$ cat config.mk
export PLATFORM = sky130hd
export DESIGN_NAME = bsg_chip_mc_link_token_rx
export DESIGN_NICKNAME = d
export VERILOG_FILES = /design/src/rtl/bsg_chip_pkg.sv /design/src/rtl/bsg_chip_mc_link_rx_fifo.sv /design/src/rtl/bsg_chip_mc_link_token_rx.sv
export SDC_FILE = /design/constraint.sdc
export NUM_CORES = 1
export LEC_CHECK = 0
export ABC_AREA = 1
export BUFFER_PORTS_ARGS = -buffer_cell sky130_fd_sc_hd__buf_2
export CAP_MARGIN = 20
export CORE_ASPECT_RATIO = 1.25
export CORE_MARGIN = 4
export CORE_UTILIZATION = 45
export DETAILED_ROUTE_END_ITERATION = 8
export PLACE_DENSITY_LB_ADDON = 0.05
export SLEW_MARGIN = 20
export SYNTH_ARGS = -nofsm -noshare
export SYNTH_HDL_FRONTEND = slang
export SYNTH_SLANG_ARGS = --single-unit
$ cat constraint.sdc
create_clock -name clk_i -period 3.2 [get_ports clk_i]
set_input_delay 0.16 -clock clk_i [delete_from_list [all_inputs] [get_ports clk_i]]
set_output_delay 0.16 -clock clk_i [all_outputs]
set_load 0.02 [all_outputs]
$ cat src/rtl/bsg_chip_pkg.sv
// Chip-level constants shared by the memory-controller link blocks.
// The receive path takes its default payload width and token decimation from here.
package bsg_chip_pkg;

    localparam int mc_fwd_width_lp           = 32;
    localparam int mc_lg_token_decimation_lp = 2;

endpackage

$ cat src/rtl/bsg_chip_mc_link_rx_fifo.sv
// 1r1w receive buffer: els_p x width_p storage, wrapping pointers and a registered
// occupancy count. Writes become visible on the following cycle (no fall-through).
module bsg_chip_mc_link_rx_fifo #(
    parameter int width_p = 32,
    parameter int els_p   = 8
) (
    input  logic                         clk_i,
    input  logic                         reset_n_i,
    input  logic                         enq_i,
    input  logic [width_p-1:0]           data_i,
    input  logic                         deq_i,
    output logic                         full_o,
    output logic                         v_o,
    output logic [width_p-1:0]           data_o,
    output logic [$clog2(els_p+1)-1:0]   count_o
);

    localparam int lg_els_lp = $clog2(els_p);
    localparam int cnt_w_lp  = $clog2(els_p+1);

    logic [width_p-1:0]   r_mem [els_p];
    logic [lg_els_lp-1:0] r_wptr;
    logic [lg_els_lp-1:0] r_rptr;
    logic [cnt_w_lp-1:0]  r_count;
    logic                 r_v;
    logic                 w_full;
    logic                 w_enq;
    logic                 w_deq;

    // Full is judged on the start-of-cycle count, so a same-cycle dequeue never frees a slot.
    assign w_full = (r_count == cnt_w_lp'(els_p));
    assign w_enq  = enq_i & ~w_full;
    assign w_deq  = deq_i & r_v;

    // NOTE: storage has no reset; only pointers and count define what is valid.
    always_ff @(posedge clk_i) begin
        if (w_enq) begin
            r_mem[r_wptr] <= data_i;
        end
    end

    // NOTE: sequential state uses non-blocking assignments so every register sees pre-edge values.
    always_ff @(posedge clk_i or negedge reset_n_i) begin
        if (!reset_n_i) begin
            r_wptr  <= '0;
            r_rptr  <= '0;
            r_count <= '0;
            r_v     <= 1'b0;
        end else begin
            if (w_enq) begin
                r_wptr <= r_wptr + lg_els_lp'(1);
            end
            if (w_deq) begin
                r_rptr <= r_rptr + lg_els_lp'(1);
            end
            if (w_enq && !w_deq) begin
                r_count <= r_count + cnt_w_lp'(1);
                r_v     <= 1'b1;
            end else if (!w_enq && w_deq) begin
                r_count <= r_count - cnt_w_lp'(1);
                r_v     <= (r_count != cnt_w_lp'(1));
            end
        end
    end

    assign full_o  = w_full;
    assign v_o     = r_v;
    assign data_o  = r_mem[r_rptr];
    assign count_o = r_count;

endmodule

$ cat src/rtl/bsg_chip_mc_link_token_rx.sv
// Credit-based link receiver: buffers incoming packets, returns one token per
// 2^lg_token_decimation_p dequeues, and flags packets that arrive while full.
module bsg_chip_mc_link_token_rx
    import bsg_chip_pkg::*;
#(
    parameter int width_p               = mc_fwd_width_lp,
    parameter int els_p                 = 8,
    parameter int lg_token_decimation_p = mc_lg_token_decimation_lp
) (
    input  logic                         clk_i,
    input  logic                         reset_n_i,
    input  logic                         link_v_i,
    input  logic [width_p-1:0]           link_data_i,
    output logic                         link_token_o,
    output logic                         v_o,
    output logic [width_p-1:0]           data_o,
    input  logic                         ready_i,
    output logic                         overflow_o,
    output logic [$clog2(els_p+1)-1:0]   count_o
);

    logic w_full;
    logic w_fifo_v;
    logic w_deq;
    logic r_token;
    logic r_overflow;

    assign w_deq = w_fifo_v & ready_i;

    bsg_chip_mc_link_rx_fifo #(
        .width_p (width_p),
        .els_p   (els_p)
    ) u_fifo (
        .clk_i     (clk_i),
        .reset_n_i (reset_n_i),
        .enq_i     (link_v_i),
        .data_i    (link_data_i),
        .deq_i     (w_deq),
        .full_o    (w_full),
        .v_o       (w_fifo_v),
        .data_o    (data_o),
        .count_o   (count_o)
    );

    always_ff @(posedge clk_i or negedge reset_n_i) begin
        if (!reset_n_i) begin
            r_overflow <= 1'b0;
        end else if (link_v_i && w_full) begin
            r_overflow <= 1'b1;
        end
    end

    // Token pulses only on consumer dequeues, so dropped packets never return credit.
    if (lg_token_decimation_p == 0) begin : g_token_every
        always_ff @(posedge clk_i or negedge reset_n_i) begin
            if (!reset_n_i) begin
                r_token <= 1'b0;
            end else begin
                r_token <= w_deq;
            end
        end
    end else begin : g_token_decimated
        logic [lg_token_decimation_p-1:0] r_deq_cnt;

        always_ff @(posedge clk_i or negedge reset_n_i) begin
            if (!reset_n_i) begin
                r_deq_cnt <= '0;
                r_token   <= 1'b0;
            end else begin
                if (w_deq) begin
                    r_deq_cnt <= r_deq_cnt + lg_token_decimation_p'(1);
                end
                r_token <= w_deq & (&r_deq_cnt);
            end
        end
    end

    assign link_token_o = r_token;
    assign v_o          = w_fifo_v;
    assign overflow_o   = r_overflow;

endmodule

==> flow_results.xml, run 1 <==
<?xml version="1.0" encoding="UTF-8"?>
<metrics>
  <group name="outcome">
    <metric name="outcome" unit="">finished clean</metric>
  </group>
  <group name="floorplanning">
    <metric name="vertical_die_dimension" unit="µm">190</metric>
    <metric name="horizontal_die_dimension" unit="µm">154</metric>
    <metric name="std_cell_rows" unit="">66</metric>
    <metric name="io-pin-count" unit="">75</metric>
    <metric name="floorplan.die_area" unit="mm²">0.0292</metric>
    <metric name="core_area" unit="mm²">0.0261</metric>
    <metric name="floorplan.initialDensity" unit="">0.456</metric>
  </group>
  <group name="synthesis">
    <metric name="synth-seq-area-share" unit="">0.677</metric>
    <metric name="ys_seq_elements" unit="">271</metric>
    <metric name="postSynthAreaPerCell" unit="µm²">9.88</metric>
    <metric name="synthCells" unit="">1206</metric>
    <metric name="synth_cell_types" unit="">21</metric>
    <metric name="mappedNetlistNets" unit="">1250</metric>
    <metric name="yosysWarnings" unit="">0</metric>
    <metric name="syn_area" unit="mm²">0.0119</metric>
  </group>
  <group name="placed_design">
    <metric name="count_of_port_buffers_added_during_placement" unit="">74</metric>
    <metric name="dpl_worst_slack" unit="ns">0.794</metric>
    <metric name="gp_congestion" unit="">0.806</metric>
    <metric name="dp_hpwl" unit="mm">14.2</metric>
    <metric name="post_dp_cell_area" unit="mm²">0.0128</metric>
  </group>
  <group name="global_routing">
    <metric name="first_global_vias" unit="">7824</metric>
    <metric name="use_met2" unit="">0.320</metric>
    <metric name="grt_max_degree" unit="">130</metric>
    <metric name="global_route.usage.met1" unit="">0.239</metric>
    <metric name="grtUsageMet3" unit="">0.0246</metric>
    <metric name="grt_pass1_wl" unit="mm">42.1</metric>
    <metric name="grt.overflow.total" unit="">0</metric>
    <metric name="global_route.peak_usage_layer" unit="">met2</metric>
    <metric name="antenna_violations_before_repair" unit="">0</metric>
    <metric name="grtUsageTotal" unit="">0.180</metric>
  </group>
  <group name="sta">
    <metric name="setup_total_negative_slack" unit="ns">0</metric>
    <metric name="finalSetupViolations" unit="">0</metric>
    <metric name="setup_slack_of_the_critical_path_after_layout" unit="ns">0.686</metric>
    <metric name="slew_violations" unit="">0</metric>
    <metric name="fin_crit" unit="ns">2.51</metric>
    <metric name="hold_viol" unit="">0</metric>
    <metric name="max-slew-margin-rel" unit="">0.561</metric>
    <metric name="slew_at_the_pin_closest_to_its_max_slew_limit" unit="ns">0.658</metric>
    <metric name="worst_hold_slack" unit="ns">0.0595</metric>
    <metric name="final_min_period_over_clock_period" unit="">0.786</metric>
    <metric name="max_freq" unit="MHz">398</metric>
    <metric name="grt_setup_unrepaired" unit="">false</metric>
    <metric name="clock-skew-final" unit="ns">0.0144</metric>
  </group>
  <group name="clock_network">
    <metric name="cts.htree.levels" unit="">1</metric>
    <metric name="clock_tree.root_cell" unit="">sky130_fd_sc_hd__clkbuf_16</metric>
    <metric name="clkTransAtPathRegs" unit="ns">0.06</metric>
    <metric name="clkSinkCount" unit="">271</metric>
    <metric name="clock_tree_from_tritoncts" unit="">done</metric>
    <metric name="post_cts_resized" unit="">0</metric>
    <metric name="cts_made_buffers" unit="">28</metric>
    <metric name="worst_skew_pair_later_pin_latency" unit="ns">0.53</metric>
    <metric name="clk_path_buf_depth" unit="">3</metric>
  </group>
  <group name="final_layout">
    <metric name="final_design_area_no_fill" unit="mm²">0.0139</metric>
    <metric name="num_antenna_cells" unit="">0</metric>
    <metric name="nets" unit="">1357</metric>
    <metric name="area_of_combinational_cells_with_multiple_inputs" unit="mm²">0.00264</metric>
    <metric name="post_route_cells_drive_above_1_share" unit="">0.104</metric>
    <metric name="syn2layout_area_growth" unit="%">17.0</metric>
    <metric name="fill_cells" unit="">2380</metric>
    <metric name="reg_area" unit="mm²">0.00807</metric>
  </group>
  <group name="route">
    <metric name="antenna_violating_nets_left" unit="">0</metric>
    <metric name="route.final.wire_length" unit="mm">26.0</metric>
    <metric name="drt-wirelength-per-cell" unit="µm">15.6</metric>
    <metric name="drt_pass1_iterations" unit="">5</metric>
    <metric name="route.vias.total" unit="">7798</metric>
    <metric name="dr_drc_count" unit="">0</metric>
    <metric name="first_iter_violations" unit="">417</metric>
    <metric name="vias_per_cell" unit="">4.67</metric>
  </group>
  <group name="setup_path">
    <metric name="timing.setup.critical_path_class" unit="">reg -&gt; out</metric>
    <metric name="timing.critical_path.fanout_max" unit="">50</metric>
    <metric name="cp-end-kind" unit="">output pin</metric>
    <metric name="startpoint_type" unit="">flop</metric>
    <metric name="worst-endpoint-required" unit="ns">3.04</metric>
    <metric name="cp_arrival" unit="ns">2.35</metric>
  </group>
  <group name="power">
    <metric name="internal_power" unit="µW">7510</metric>
    <metric name="p_sw_frac" unit="">0.385</metric>
    <metric name="sequentialPowerShare" unit="">0.377</metric>
    <metric name="power_per_cell_area" unit="mW/mm²">876</metric>
    <metric name="clockPowerShare" unit="">0.238</metric>
    <metric name="combinationalPowerShare" unit="">0.386</metric>
    <metric name="static-leakage-power" unit="µW">0.00646</metric>
    <metric name="power.net_switching" unit="µW">4690</metric>
    <metric name="worst_ir_drop_vdd" unit="V">0.000708</metric>
  </group>
  <group name="run">
    <metric name="max_cap_viol_count" unit="">0</metric>
  </group>
  <group name="worst_hold_path">
    <metric name="hold_path_class" unit="">in -&gt; reg</metric>
  </group>
</metrics>
-- power by group through the flow --
stage                     logic [µW]  registers [µW]  clock network, µW
final                           4710            4600               2900
after detailed placement        4780            4670                  0
after floorplan                 3150            4690                  0
after global routing            5320            4640               3140
after global placement          4760            4660                  0
after CTS                       4840            4600               2980
-- state kept, by name (all words and copies together), names as in the netlist --
signal and count:
u_fifo.count_o 4, u_fifo.v_o 1, u_fifo.r_rptr 3, link_token_o 1, u_fifo.r_wptr 3, overflow_o 1, g_token_decimated.r_deq_cnt 2, u_fifo.r_mem 256
-- cells by family after synthesis --
logic type                 after synthesis  share of synthesized area
AOI/OAI and AO/OA                        8                    0.00368
xor gates and xnor gates                 5                    0.00368
adders and majority gates                8                    0.00840
buffers and inverters                  323                      0.107
DFF                                    271                      0.677
and+or+nand+nor                        591                      0.201
-- cells in the mapped netlist --
| master | count | share of area |
|---|---|---|
| sky130_fd_sc_hd__buf_1 | 2 | 0.00063 |
| sky130_fd_sc_hd__buf_2 | 39 | 0.016 |
| sky130_fd_sc_hd__buf_4 | 2 | 0.0013 |
| sky130_fd_sc_hd__clkbuf_1 | 6 | 0.0019 |
| sky130_fd_sc_hd__clkinv_1 | 1 | 0.00031 |
| sky130_fd_sc_hd__dfrtp_1 | 15 | 0.032 |
| sky130_fd_sc_hd__edfxtp_1 | 256 | 0.65 |
| sky130_fd_sc_hd__ha_1 | 8 | 0.0084 |
| sky130_fd_sc_hd__inv_1 | 272 | 0.086 |
| sky130_fd_sc_hd__inv_2 | 1 | 0.00031 |
| sky130_fd_sc_hd__nand2_1 | 444 | 0.14 |
| sky130_fd_sc_hd__nand3_1 | 133 | 0.056 |
| sky130_fd_sc_hd__nand4_1 | 1 | 0.00053 |
| sky130_fd_sc_hd__nor2_1 | 11 | 0.0035 |
| sky130_fd_sc_hd__o21ai_0 | 6 | 0.0025 |
| sky130_fd_sc_hd__o21bai_1 | 1 | 0.00063 |
| sky130_fd_sc_hd__o22ai_1 | 1 | 0.00053 |
| sky130_fd_sc_hd__or2_1 | 1 | 0.00053 |
| sky130_fd_sc_hd__or2_2 | 1 | 0.00053 |
| sky130_fd_sc_hd__xnor2_1 | 2 | 0.0015 |
| sky130_fd_sc_hd__xor2_1 | 3 | 0.0022 |
-- metrics by stage --
step | cells | total power [µW] | util
finish | 1670 | 12200 | 0.534
global route | 1670 | 13100 | 0.534
CTS | 1670 | 12400 | 0.534
detailed placement | 1589 | 9460 | 0.490
global placement | 1589 | 9420 | 0.490
floorplan | 1206 | 7840 | -
-- timing repair --
action,4_1_cts,5_1_grt
hold endpoints to repair,272,0
endpoints found under the setup margin,0,0
hold buffers,34,0
setup buffers,0,0
-- per-layer routing --
metal / up-vias / share of wire
li1: 3958 / -
met1: 3642 / 0.44
met2: 162 / 0.50
met3: 36 / 0.047
met4: 0 / 0.018
met5: - / 0
-- cell type report --
class,instances,area share
clock buffers,37,0.0549
repair buffers,126,0.0696
clock inverters,10,0.00296
flip-flops and latches,271,0.579
inverters,274,0.0739
multi-input cells,612,0.189
well taps,340,0.0305
-- cell usage in the layout (no fill, tap or decap) --
cell type	count
sky130_fd_sc_hd__clkbuf_1	7
sky130_fd_sc_hd__nand2_1	444
sky130_fd_sc_hd__clkinv_1	8
sky130_fd_sc_hd__dfrtp_1	13
sky130_fd_sc_hd__clkinv_2	3
sky130_fd_sc_hd__buf_4	8
sky130_fd_sc_hd__dlygate4sd3_1	34
sky130_fd_sc_hd__o21bai_1	1
sky130_fd_sc_hd__inv_1	271
sky130_fd_sc_hd__o21ai_0	6
sky130_fd_sc_hd__buf_12	10
sky130_fd_sc_hd__dfrtp_4	1
sky130_fd_sc_hd__edfxtp_1	256
sky130_fd_sc_hd__nand3_1	133
sky130_fd_sc_hd__xnor2_1	2
sky130_fd_sc_hd__buf_2	74
sky130_fd_sc_hd__clkbuf_16	29
sky130_fd_sc_hd__or2_2	1
sky130_fd_sc_hd__dfrtp_2	1
sky130_fd_sc_hd__nor2_4	8
sky130_fd_sc_hd__nand4_1	1
sky130_fd_sc_hd__inv_4	1
sky130_fd_sc_hd__nor2_1	3
sky130_fd_sc_hd__clkbuf_8	1
sky130_fd_sc_hd__inv_2	1
sky130_fd_sc_hd__or2_1	1
sky130_fd_sc_hd__ha_1	8
sky130_fd_sc_hd__o22ai_1	1
sky130_fd_sc_hd__xor2_1	3
-- worst max-delay path, stage by stage (launching register included) --
cell and delay (ns):
sky130_fd_sc_hd__dfrtp_4 0.50, sky130_fd_sc_hd__inv_4 0.41, sky130_fd_sc_hd__buf_12 0.32, sky130_fd_sc_hd__nand2_1 0.08
sky130_fd_sc_hd__nand3_1 0.07, sky130_fd_sc_hd__nand2_1 0.06, sky130_fd_sc_hd__nand2_1 0.05, sky130_fd_sc_hd__nand2_1 0.12
sky130_fd_sc_hd__buf_2 0.19
-- worst paths after layout --
check / from / to / slack, ns / cells past startpoint
min in group asynchronous: reset_n_i / u_fifo.r_wptr[0]$_DFFE_PN0P_ / 0.08 / 2
setup reg to reg: u_fifo.count_o[0]$_DFFE_PN0P_ / u_fifo.r_mem[5][25]$_DFFE_PP_ / 0.81 / 8
setup / recovery: u_fifo.r_rptr[0]$_DFFE_PN0P_ / data_o[16] / 0.69 / 8
max in group asynchronous: reset_n_i / u_fifo.r_rptr[0]$_DFFE_PN0P_ / 2.83 / 2
hold / removal: ready_i / link_token_o$_DFF_PN0_ / 0.06 / 3
hold reg to reg: g_token_decimated.r_deq_cnt[0]$_DFFE_PN0P_ / g_token_decimated.r_deq_cnt[0]$_DFFE_PN0P_ / 0.49 / 1
No activity file was read; power rests on OpenSTA's default activity.
==> run 2: changes to the inputs <==
ABC_AREA = 0   (was 1)
clock period = 2.05 ns   (was 3.2 ns; I/O delays follow)
==> flow_results.xml, run 2 <==
<?xml version="1.0" encoding="UTF-8"?>
<metrics>
  <group name="outcome">
    <metric name="outcome" unit="">complete, but fails checks</metric>
    <metric name="failed_checks" unit="">negative setup slack</metric>
  </group>
  <group name="power">
    <metric name="internal_power" unit="µW">14300</metric>
    <metric name="combinationalPowerShare" unit="">0.395</metric>
    <metric name="sequentialPowerShare" unit="">0.363</metric>
    <metric name="worst_ir_drop_vdd" unit="V">0.00101</metric>
    <metric name="p_sw_frac" unit="">0.292</metric>
    <metric name="power_per_cell_area" unit="mW/mm²">1510</metric>
    <metric name="power.net_switching" unit="µW">5880</metric>
    <metric name="clockPowerShare" unit="">0.242</metric>
    <metric name="static-leakage-power" unit="µW">0.00464</metric>
  </group>
  <group name="clock_network">
    <metric name="cts_made_buffers" unit="">27</metric>
    <metric name="clock_tree.root_cell" unit="">sky130_fd_sc_hd__clkbuf_16</metric>
    <metric name="cts.htree.levels" unit="">1</metric>
    <metric name="clkSinkCount" unit="">271</metric>
    <metric name="worst_skew_pair_later_pin_latency" unit="ns">0.53</metric>
    <metric name="clkTransAtPathRegs" unit="ns">0.06</metric>
    <metric name="clock_tree_from_tritoncts" unit="">done</metric>
    <metric name="clk_path_buf_depth" unit="">3</metric>
  </group>
  <group name="setup_path">
    <metric name="timing.critical_path.slowest_stage_cell" unit="">sky130_fd_sc_hd__mux4_2</metric>
    <metric name="timing.critical_path.fanout_max" unit="">7</metric>
    <metric name="combined_buffer_and_inverter_count_along_the_critical_path" unit="">3</metric>
    <metric name="cp_arrival" unit="ns">2.22</metric>
    <metric name="critical-path-max-stage-delay" unit="ns">0.49</metric>
    <metric name="cpLargestDelayFamily" unit="">multiplexers</metric>
    <metric name="worstPathCellList" unit="">buf_12, clkbuf_16, mux4_2, mux2_4, buf_6</metric>
    <metric name="cp-end-kind" unit="">output pin</metric>
    <metric name="worst-endpoint-required" unit="ns">1.95</metric>
    <metric name="timing.setup.critical_path_class" unit="">reg -&gt; out</metric>
    <metric name="startpoint_type" unit="">flop</metric>
  </group>
  <group name="floorplanning">
    <metric name="floorplan.die_area" unit="mm²">0.0256</metric>
    <metric name="io-pin-count" unit="">75</metric>
    <metric name="core_area" unit="mm²">0.0225</metric>
    <metric name="std_cell_rows" unit="">61</metric>
    <metric name="horizontal_die_dimension" unit="µm">144</metric>
    <metric name="floorplan.initialDensity" unit="">0.461</metric>
    <metric name="vertical_die_dimension" unit="µm">178</metric>
  </group>
  <group name="sta">
    <metric name="max_freq" unit="MHz">431</metric>
    <metric name="clock-skew-final" unit="ns">0.0123</metric>
    <metric name="max-slew-margin-rel" unit="">0.699</metric>
    <metric name="finalSetupViolations" unit="">32</metric>
    <metric name="hold_viol" unit="">0</metric>
    <metric name="fin_crit" unit="ns">2.32</metric>
    <metric name="setup_slack_of_the_critical_path_after_layout" unit="ns">-0.270</metric>
    <metric name="slew_at_the_pin_closest_to_its_max_slew_limit" unit="ns">0.451</metric>
    <metric name="grt_setup_unrepaired" unit="">true</metric>
    <metric name="slew_violations" unit="">0</metric>
    <metric name="final_min_period_over_clock_period" unit="">1.13</metric>
    <metric name="worst_hold_slack" unit="ns">0.0111</metric>
  </group>
  <group name="final_layout">
    <metric name="post_route_cells_drive_above_1_share" unit="">0.448</metric>
    <metric name="syn2layout_area_growth" unit="%">28.5</metric>
    <metric name="most_frequent_cells_in_the_layout" unit="">256 x sky130_fd_sc_hd__edfxtp_1, 64 x sky130_fd_sc_hd__mux4_2, 42 x sky130_fd_sc_hd__buf_2, 36 x sky130_fd_sc_hd__buf_6, 35 x sky130_fd_sc_hd__dlygate4sd3_1</metric>
    <metric name="final_common_cell" unit="">sky130_fd_sc_hd__edfxtp_1</metric>
    <metric name="largest_reg_flops" unit="">256</metric>
    <metric name="nets" unit="">654</metric>
    <metric name="num_antenna_cells" unit="">0</metric>
    <metric name="fill_cells" unit="">1655</metric>
    <metric name="largest-register" unit="">u_fifo.r_mem</metric>
    <metric name="final_cells" unit="">914</metric>
  </group>
  <group name="worst_hold_path">
    <metric name="hold_path_class" unit="">in -&gt; async</metric>
  </group>
  <group name="synthesis">
    <metric name="mappedNetlistNets" unit="">484</metric>
    <metric name="yosys.area_share.xor_xnor" unit="">0.00674</metric>
    <metric name="biggest_area_consumer_among_synthesized_cells" unit="">sky130_fd_sc_hd__edfxtp_1</metric>
    <metric name="post_synth_most_frequent_cells" unit="">256 x sky130_fd_sc_hd__edfxtp_1, 64 x sky130_fd_sc_hd__mux4_2, 36 x sky130_fd_sc_hd__mux2_2</metric>
    <metric name="yosysWarnings" unit="">0</metric>
    <metric name="synth_simple_gate_area_share" unit="">0.0130</metric>
    <metric name="combinational_family_with_the_most_area_after_synthesis" unit="">multiplexers</metric>
    <metric name="synth_compound_area_frac" unit="">0.00241</metric>
    <metric name="synth_area_leaders" unit="">sky130_fd_sc_hd__edfxtp_1 74%, sky130_fd_sc_hd__mux4_2 14%, sky130_fd_sc_hd__mux2_2 3.9%</metric>
    <metric name="synthCells" unit="">440</metric>
    <metric name="postSynth.asyncResetShare" unit="">0.0554</metric>
    <metric name="dominantRegCellSynth" unit="">sky130_fd_sc_hd__edfxtp_1</metric>
    <metric name="synth_top_area_share" unit="">0.740</metric>
    <metric name="top_count_cell_post_synth" unit="">sky130_fd_sc_hd__edfxtp_1</metric>
    <metric name="synth-edff-count" unit="">256</metric>
    <metric name="synth_cell_types" unit="">27</metric>
    <metric name="share_of_cell_area_taken_by_muxes_after_synthesis" unit="">0.179</metric>
    <metric name="ys_seq_elements" unit="">271</metric>
    <metric name="syn_area" unit="mm²">0.0104</metric>
    <metric name="synth-seq-area-share" unit="">0.776</metric>
    <metric name="postSynthAreaPerCell" unit="µm²">23.6</metric>
    <metric name="arithmetic_cell_share_of_the_synthesized_area_counting_full_adders_half_adders_and_majority_gates" unit="">0.00964</metric>
  </group>
  <group name="global_routing">
    <metric name="grt.overflow.total" unit="">0</metric>
    <metric name="antenna_violations_before_repair" unit="">0</metric>
    <metric name="grtUsageTotal" unit="">0.160</metric>
    <metric name="grt_max_degree" unit="">30</metric>
    <metric name="first_global_vias" unit="">5301</metric>
    <metric name="grt_pass1_wl" unit="mm">30.8</metric>
  </group>
  <group name="route">
    <metric name="dr_drc_count" unit="">0</metric>
    <metric name="route.vias.total" unit="">4901</metric>
    <metric name="vias_per_cell" unit="">5.36</metric>
    <metric name="drt-wirelength-per-cell" unit="µm">21.8</metric>
    <metric name="route.final.wire_length" unit="mm">19.9</metric>
    <metric name="antenna_violating_nets_left" unit="">0</metric>
    <metric name="first_iter_violations" unit="">230</metric>
    <metric name="drt_pass1_iterations" unit="">4</metric>
  </group>
  <group name="placed_design">
    <metric name="dp_hpwl" unit="mm">11.5</metric>
    <metric name="placedCellCount" unit="">815</metric>
    <metric name="gp_congestion" unit="">0.746</metric>
    <metric name="count_of_port_buffers_added_during_placement" unit="">74</metric>
    <metric name="dpl_worst_slack" unit="ns">0.0843</metric>
  </group>
  <group name="run">
    <metric name="max_cap_viol_count" unit="">0</metric>
  </group>
</metrics>
run 2: changes by cell type after synthesis, moves of 3 or more:
cell | previous run | this run
sky130_fd_sc_hd__buf_2 | 39 | 9
sky130_fd_sc_hd__buf_6 | 0 | 6
sky130_fd_sc_hd__clkbuf_1 | 6 | 3
sky130_fd_sc_hd__inv_1 | 272 | 4
sky130_fd_sc_hd__mux2_2 | 0 | 36
sky130_fd_sc_hd__mux4_2 | 0 | 64
sky130_fd_sc_hd__nand2_1 | 444 | 4
sky130_fd_sc_hd__nand3_1 | 133 | 3
sky130_fd_sc_hd__nor2_1 | 11 | 7
sky130_fd_sc_hd__nor3_1 | 0 | 3
sky130_fd_sc_hd__o21ai_0 | 6 | 1
sky130_fd_sc_hd__xnor2_1 | 2 | 5
run 2: kinds of logic after synthesis:
kind of cell | after synthesis
adder cells (fa/ha/maj) | 8
AO/OA/AOI/OAI | 4
AND/OR/NAND/NOR | 26
XOR/XNOR | 8
multiplexers | 101
flip-flops | 271
buffers and inverters | 22
run 2: layer usage:
layer,vias up,GRT usage,share of wire
met2,87,0.267,0.51
met5,-,0,0
met3,23,0.0288,0.042
li1,2199,-,-
met4,0,0.0334,0.013
met1,2592,0.222,0.43
run 2: cell type report:
cell class	count	area, µm²	share of cell area
clock buffer	28	679	0.0509
clock inverter	22	210	0.0157
inverter	4	15.0	0.00112
multi-input combinational	147	2370	0.177
sequential	271	8070	0.604
tap	283	354	0.0265
timing repair buffer	159	1650	0.124
run 2: worst register-to-register path: cells and delay by family (launching register included):
family | cells | cell delay (ns)
mux | 1 | 0.26
fa+ha+maj | 2 | 0.32
simple gates | 3 | 0.65
buf+inv | 2 | 0.15
flops | 1 | 0.42
run 2: path summary, 6_finish.rpt:
check / from / end / slack, ns / cells past startpoint
setup / recovery: u_fifo.r_rptr[1]$_DFFE_PN0P_ / data_o[1] / -0.27 / 5
hold / removal: reset_n_i / u_fifo.count_o[2]$_DFFE_PN0P_ / 0.01 / 2
setup reg to reg: u_fifo.count_o[1]$_DFFE_PN0P_ / u_fifo.v_o$_DFFE_PN0P_ / 0.13 / 8
hold reg to reg: g_token_decimated.r_deq_cnt[0]$_DFFE_PN0P_ / g_token_decimated.r_deq_cnt[0]$_DFFE_PN0P_ / 0.48 / 1
max in group asynchronous: reset_n_i / u_fifo.r_rptr[1]$_DFFE_PN0P_ / 1.75 / 2
min in group clk_i: link_data_i[17] / u_fifo.r_mem[0][17]$_DFFE_PP_ / 0.38 / 2
run 2: per-stage QoR:
step / instance area [µm²] / util / setup TNS (ns) / power (µW)
after floorplan: 10500 / - / -31.37 / 11700
after global placement: 11600 / 0.515 / 0 / 13800
after detailed placement: 11600 / 0.515 / 0 / 13900
after CTS: 13100 / 0.582 / -8.63 / 19800
after global routing: 13400 / 0.593 / -9.82 / 21200
final: 13400 / 0.593 / -7.50 / 20200
run 2: timing repair:
action,CTS,global route
hold buffers,35,0
endpoints found under the setup margin,32,34
buffers inserted,7,3
hold endpoints to repair,276,0
cloned,1,3
resized for setup,54,43
run 2: power by group through the flow:
stage                     combinational [µW]  sequential, µW  clock, µW
final                                   7970            7330       4880
after global routing                    8510            7410       5270
after CTS                               7400            7340       5020
after global placement                  6320            7480          0
after floorplan                         4230            7430          0
after detailed placement                6390            7530          0
